### config.mk
export PLATFORM = sky130hd
export DESIGN_NAME = fsk_bit_scheduler
export DESIGN_NICKNAME = d
export VERILOG_FILES = /design/src/rtl/fsk_bit_scheduler_pkg.sv /design/src/rtl/fsk_bit_scheduler_sync_fifo.sv /design/src/rtl/fsk_bit_scheduler.sv
export SDC_FILE = /design/constraint.sdc
export NUM_CORES = 1
export LEC_CHECK = 0
export BUFFER_PORTS_ARGS = -buffer_cell sky130_fd_sc_hd__buf_2
export CAP_MARGIN = 20
export CORE_UTILIZATION = 45
export CTS_CLUSTER_DIAMETER = 40
export DETAILED_ROUTE_END_ITERATION = 8
export GPL_TIMING_DRIVEN = 1
export SETUP_SLACK_MARGIN = 0.4
export SLEW_MARGIN = 20
export SYNTH_ARGS = -nofsm -noshare
export SYNTH_HDL_FRONTEND = slang
export SYNTH_SLANG_ARGS = --single-unit
### constraint.sdc
create_clock -name clk -period 3.7 [get_ports clk]
set_input_delay 0.185 -clock clk [delete_from_list [all_inputs] [get_ports clk]]
set_output_delay 0.185 -clock clk [all_outputs]
set_load 0.02 [all_outputs]
### src/rtl/fsk_bit_scheduler_pkg.sv
// Shared definitions for the FSK bit scheduler: byte width and FSM state encoding.
package fsk_bit_scheduler_pkg;

   localparam int BYTE_W = 8;

   typedef enum logic {
      ST_IDLE  = 1'b0,
      ST_SHIFT = 1'b1
   } state_e;

endpackage

### src/rtl/fsk_bit_scheduler_sync_fifo.sv
// Single-clock FIFO with occupancy count. Pushes into a full FIFO and pops
// from an empty FIFO are ignored. Read data is the head entry, valid
// whenever empty_o is low, so a byte pushed this cycle is poppable next cycle.
module sync_fifo #(
   parameter int DEPTH = 4,
   parameter int WIDTH = 8
) (
   input  logic                   clk_i,
   input  logic                   rst_i,
   input  logic                   push_i,
   input  logic [WIDTH-1:0]       wdata_i,
   input  logic                   pop_i,
   output logic [WIDTH-1:0]       rdata_o,
   output logic                   full_o,
   output logic                   empty_o,
   output logic [$clog2(DEPTH):0] level_o
);

   localparam int AW = $clog2(DEPTH);
   localparam int LW = AW + 1;

   logic [WIDTH-1:0] mem_q [DEPTH];
   logic [AW-1:0]    wr_ptr_q, rd_ptr_q;
   logic [LW-1:0]    level_q;
   logic             push_ok, pop_ok;

   assign full_o  = (level_q == LW'(DEPTH));
   assign empty_o = (level_q == '0);
   assign push_ok = push_i && !full_o;
   assign pop_ok  = pop_i && !empty_o;
   assign rdata_o = mem_q[rd_ptr_q];
   assign level_o = level_q;

   // Storage array: written on accepted pushes, never reset.
   always_ff @(posedge clk_i) begin
      if (push_ok) begin
         mem_q[wr_ptr_q] <= wdata_i;
      end
   end

   // Pointers and occupancy; simultaneous push and pop leave the level unchanged.
   always_ff @(posedge clk_i) begin
      if (rst_i) begin
         wr_ptr_q <= '0;
         rd_ptr_q <= '0;
         level_q  <= '0;
      end else begin
         if (push_ok) wr_ptr_q <= wr_ptr_q + AW'(1);
         if (pop_ok)  rd_ptr_q <= rd_ptr_q + AW'(1);
         if (push_ok && !pop_ok)      level_q <= level_q + LW'(1);
         else if (pop_ok && !push_ok) level_q <= level_q - LW'(1);
      end
   end

endmodule

### src/rtl/fsk_bit_scheduler.sv
// Byte-to-symbol scheduler for the FSK/OOK DDS. Bytes enter a FIFO over a
// valid/ready stream and leave LSB-first on rf_data, each bit held for
// baud_div+1 cycles. Consecutive bytes are sent with no gap while enable
// stays high and the FIFO has data.
//
// Input stream handshake: a byte transfers on a rising clk edge where
// in_valid && in_ready are both high; in_ready is !full, independent of
// in_valid, and in_data must be stable while in_valid is high.
import fsk_bit_scheduler_pkg::*;

module fsk_bit_scheduler #(
   parameter int FIFO_DEPTH = 4,
   parameter int DIV_W      = 16
) (
   input  logic                        clk,
   input  logic                        rst,
   input  logic                        enable,
   input  logic [DIV_W-1:0]            baud_div,
   input  logic [BYTE_W-1:0]           in_data,
   input  logic                        in_valid,
   output logic                        in_ready,
   output logic                        rf_data,
   output logic                        bit_strobe,
   output logic                        busy,
   output logic                        done,
   output logic [$clog2(FIFO_DEPTH):0] level,
   output state_e                      dbg_state
);

   state_e            state_q, state_d;
   logic [BYTE_W-1:0] shreg_q, shreg_d;
   logic [DIV_W-1:0]  div_cnt_q, div_cnt_d;
   logic [DIV_W-1:0]  div_lat_q, div_lat_d;
   logic [2:0]        bit_cnt_q, bit_cnt_d;
   logic              rf_q, rf_d;
   logic              strobe_q, strobe_d;
   logic              done_q, done_d;

   logic              fifo_full, fifo_empty, can_load, load;
   logic [BYTE_W-1:0] fifo_rdata;

   assign in_ready   = !fifo_full;
   assign can_load   = enable && !fifo_empty;
   assign rf_data    = rf_q;
   assign bit_strobe = strobe_q;
   assign busy       = (state_q == ST_SHIFT);
   assign done       = done_q;
   assign dbg_state  = state_q;

   sync_fifo #(
      .DEPTH (FIFO_DEPTH),
      .WIDTH (BYTE_W)
   ) u_fifo (
      .clk_i   (clk),
      .rst_i   (rst),
      .push_i  (in_valid && in_ready),
      .wdata_i (in_data),
      .pop_i   (load),
      .rdata_o (fifo_rdata),
      .full_o  (fifo_full),
      .empty_o (fifo_empty),
      .level_o (level)
   );

   // Next-state logic: bit timing, shifting, byte loads and end-of-stream.
   always_comb begin
      state_d   = state_q;
      shreg_d   = shreg_q;
      div_cnt_d = div_cnt_q;
      div_lat_d = div_lat_q;
      bit_cnt_d = bit_cnt_q;
      rf_d      = rf_q;
      strobe_d  = 1'b0;
      done_d    = 1'b0;
      load      = 1'b0;
      case (state_q)
         ST_IDLE: begin
            rf_d = 1'b0;
            if (can_load) load = 1'b1;
         end
         ST_SHIFT: begin
            if (div_cnt_q != '0) begin
               div_cnt_d = div_cnt_q - DIV_W'(1);
            end else if (bit_cnt_q != 3'd7) begin
               shreg_d   = shreg_q >> 1;
               rf_d      = shreg_q[1];
               bit_cnt_d = bit_cnt_q + 3'd1;
               div_cnt_d = div_lat_q;
               strobe_d  = 1'b1;
            end else if (can_load) begin
               load = 1'b1;
            end else begin
               state_d = ST_IDLE;
               rf_d    = 1'b0;
               done_d  = 1'b1;
            end
         end
         default: state_d = ST_IDLE;
      endcase
      // A load (from IDLE or back-to-back at the end of a byte) latches the
      // divider so mid-byte baud_div changes only affect the next byte.
      if (load) begin
         state_d   = ST_SHIFT;
         shreg_d   = fifo_rdata;
         rf_d      = fifo_rdata[0];
         bit_cnt_d = 3'd0;
         div_cnt_d = baud_div;
         div_lat_d = baud_div;
         strobe_d  = 1'b1;
      end
   end

   // State and datapath registers; reset aborts any byte in flight.
   always_ff @(posedge clk) begin
      if (rst) begin
         state_q   <= ST_IDLE;
         shreg_q   <= '0;
         div_cnt_q <= '0;
         div_lat_q <= '0;
         bit_cnt_q <= '0;
         rf_q      <= 1'b0;
         strobe_q  <= 1'b0;
         done_q    <= 1'b0;
      end else begin
         state_q   <= state_d;
         shreg_q   <= shreg_d;
         div_cnt_q <= div_cnt_d;
         div_lat_q <= div_lat_d;
         bit_cnt_q <= bit_cnt_d;
         rf_q      <= rf_d;
         strobe_q  <= strobe_d;
         done_q    <= done_d;
      end
   end

endmodule

==> results_dict.tcl <==
set metrics [dict create \
    run_status "finished, final reports clean" \
    area.growth.synth_to_final_pct 12.2 \
    rsz0062_at_grt "no" \
    syn_area_mm2 0.00392 \
    netlist_top_cells_count "nand2_1 (56), dfxtp_1 (55), a21oi_1 (35)" \
    synth-edff-count 32 \
    grt_usage_pct 20.3 \
    wl_um 8400 \
    final_hold_viol_count 0 \
    clkTransAtPathRegs_ns 0.10 \
    place_congestion 0.835 \
    worstHoldEndpoint "u_fifo.mem_q[3][7]" \
    yosys-top-cells-area "dfxtp_1 (28%), edfxtp_1 (25%), nand2_1 (5.4%), mux4_2 (4.6%), a21oi_1 (4.5%)" \
    top_level_ports 37 \
    yosysWarningCount 0 \
    yosys.area.top_type "dfxtp_1" \
    synth_xor_area_share_pct 2.68 \
    synth_compound_area_share_pct 11.6 \
    synth_top_family_by_area "simple AND/OR/NAND/NOR gates" \
    grt_max_degree 28 \
    yosysMostFrequentCell "nand2_1" \
    cts.sinks 87 \
    buffer_ports.inserted 36 \
    max_freq_mhz 322 \
    ys.flop_type "dfxtp_1" \
    ys_types 50 \
    arrival_ns 3.41 \
    start_util_pct 47.0 \
    min_period_ns 3.10 \
    critPathLaunch "bit_cnt_q[0]" \
    wl_per_cell_um 16.2 \
    syn_area_per_cell_um2 10.3 \
    fillers 803 \
    initialDrtViolationCount 172 \
    r2r_cells 12 \
    r2r_slack_ns 0.60 \
    rr_startpoint "bit_cnt_q[0]" \
    crit_path_max_fanout 7 \
    drv_cap 0 \
    drcViolationCount 0 \
    drive_gt1_share_pct 18.6 \
    post_cts_buffers 0 \
    tns_ns 0 \
    grt_pass1_vias 2824 \
    p_leak_nw 1.66 \
    peakVddDrop_v 0.000351 \
    worstMarginPinSlew_ns 0.862 \
    cp.required_ns 4.00 \
    slew_violations 0 \
    gr-total-overflow 0 \
    synth_cells 380 \
    maxSlewHeadroom_pct 42.4 \
    dieArea_mm2 0.00909 \
    dr.pass1.iters 4 \
    mappedNetlistNets 417 \
    ys_ff_latch 87 \
    clock_skew_ns 0.0149 \
    cts_buffers 9 \
    synthMuxAreaShare_pct 8.17 \
    ant_nets 0 \
    clock_latency_ns 0.37 \
    diodes 0 \
    worst-setup-path-type "reg2reg" \
    htree_levels 3 \
    die_w_um 95.4 \
    nets 446 \
    holdCritPathClass "in2reg" \
    antenna_found_initial 0 \
    cts_tree "yes" \
    synthAdderAreaFrac_pct 3.06 \
    async_flop_share_pct 0 \
    cp-end-kind "flip-flop" \
    rows 33 \
    dp.final_hpwl_um 5770 \
    grt_pass1_wl_um 13800 \
    routed_via_density 5.61 \
    ctsRootBufferMaster "clkbuf_8" \
    fin_crit_sh_pct 83.8 \
    routed-via-count 2911 \
    worstHoldStart "in_data[7]" \
    crit_path_start_kind "flip-flop" \
    hold_slack_ns 0.0221 \
    finalSetupViolCount 0 \
    timing.rr.end "u_fifo.level_o[2]" \
    synthSimpleGateAreaFrac_pct 17.9 \
    die_h_um 95.4 \
    cts.path.max_buffers 2 \
    ys_seq_area_share_pct 52.6 \
    whs_path_depth 1 \
    synth_top_area_share_pct 28.1 \
    core_area_mm2 0.00834 \
    power_density_mw_per_mm2 847 \
]
## per-layer routing
metal	track usage [%]	up-vias	share of wire, %	wire length [um]
met3	5.74	9	3.8	317
met5	0	-	0	0
li1	-	1441	-	-
met1	24.3	1415	45	3820
met2	35.3	46	50	4180
met4	6.19	0	1.1	93
## sequential cells by signal, indices dropped and copies added, names as in the netlist, named ones only
| register | flops |
|---|---|
| u_fifo.mem_q | 32 |
| div_cnt_q | 16 |
| div_lat_q | 16 |
| shreg_q | 7 |
| bit_cnt_q | 3 |
| u_fifo.level_o | 3 |
| u_fifo.rd_ptr_q | 2 |
| u_fifo.wr_ptr_q | 2 |
| bit_strobe | 1 |
| busy | 1 |
| done | 1 |
| rf_data | 1 |
## layout by cell type (no fill, tap or decap), types with 4 or more instances in the layout
cell type,netlist,layout
nand2_1,56,56
dfxtp_1,55,55
buf_2,3,36
a21oi_1,35,35
nor2_1,32,32
edfxtp_1,32,32
nor3_1,17,17
mux2i_1,14,14
nor4_1,11,11
clkbuf_8,0,9
o22ai_1,8,8
mux4_2,8,8
inv_1,7,7
o21ai_0,7,7
xnor2_1,7,7
ha_1,8,7
buf_4,3,7
xor2_1,5,5
or4_1,5,4
and3_1,4,4
## worst max path at each step
stage                              endpoint  slack, ns  cells after the start
after detailed placement  u_fifo.level_o[2]       0.48                     12
after CTS                 u_fifo.level_o[2]       0.44                     12
after global routing      u_fifo.level_o[2]       0.42                     12
after floorplan           u_fifo.level_o[2]       0.41                     14
final                     u_fifo.level_o[2]       0.60                     12
after global placement    u_fifo.level_o[2]       0.58                     12
## cell type report
cell class / count / area, um2 / share of cell area (%)
multi-input combinational: 259 / 1730 / 39.4
inverter: 8 / 30.0 / 0.683
timing repair buffer: 44 / 243 / 5.52
clock inverter: 7 / 76.3 / 1.74
clock buffer: 9 / 124 / 2.82
sequential: 87 / 2060 / 46.9
tap: 105 / 131 / 2.99
## cell families (layout without fill, tap and decap cells)
family | Yosys count | in the layout
compound gates | 72 | 72
xor+xnor | 12 | 12
fa+ha+maj | 9 | 9
buf+inv | 34 | 68
flops | 87 | 87
mux | 22 | 22
simple gates | 144 | 144
## worst max-delay path: stages (launching register included)
cell and delay [ns]:
dfxtp_1 0.37, ha_1 0.21, ha_4 0.20, or4bb_1 0.49, or4_4 0.55, a21oi_4 0.18, inv_2 0.05, ha_1 0.21
inv_1 0.07, fa_1 0.17, xor2_1 0.07, or3_1 0.31, a21oi_1 0.14
## where the power goes
part	switching, W	internal [W]
Combinational	0.000905	0.000689
Clock	0.000397	0.000271
Sequential	0.000243	0.00122
## metrics by stage
| step | std cells | power [W] | util (%) | cell area (um2) | setup slack (ns) |
|---|---|---|---|---|---|
| 4_1_cts | 518 | 0.00375 | 52.4 | 4370 | 0.443 |
| 2_1_floorplan | 380 | 0.00270 | - | 3920 | 0.413 |
| 3_5_place_dp | 502 | 0.00308 | 50.0 | 4170 | 0.475 |
| 6_report | 519 | 0.00373 | 52.7 | 4400 | 0.599 |
| 5_1_grt | 519 | 0.00401 | 52.7 | 4400 | 0.425 |
| 3_3_place_gp | 502 | 0.00306 | 50.0 | 4170 | 0.585 |
## timing repair
| item | in CTS | in global routing |
|---|---|---|
| setup endpoints to repair | 0 | 2 |
| hold buffers | 0 | 1 |
| hold endpoints to repair | 0 | 3 |
| resized for setup | 0 | 2 |
No activity file was read; power rests on OpenSTA's default activity.
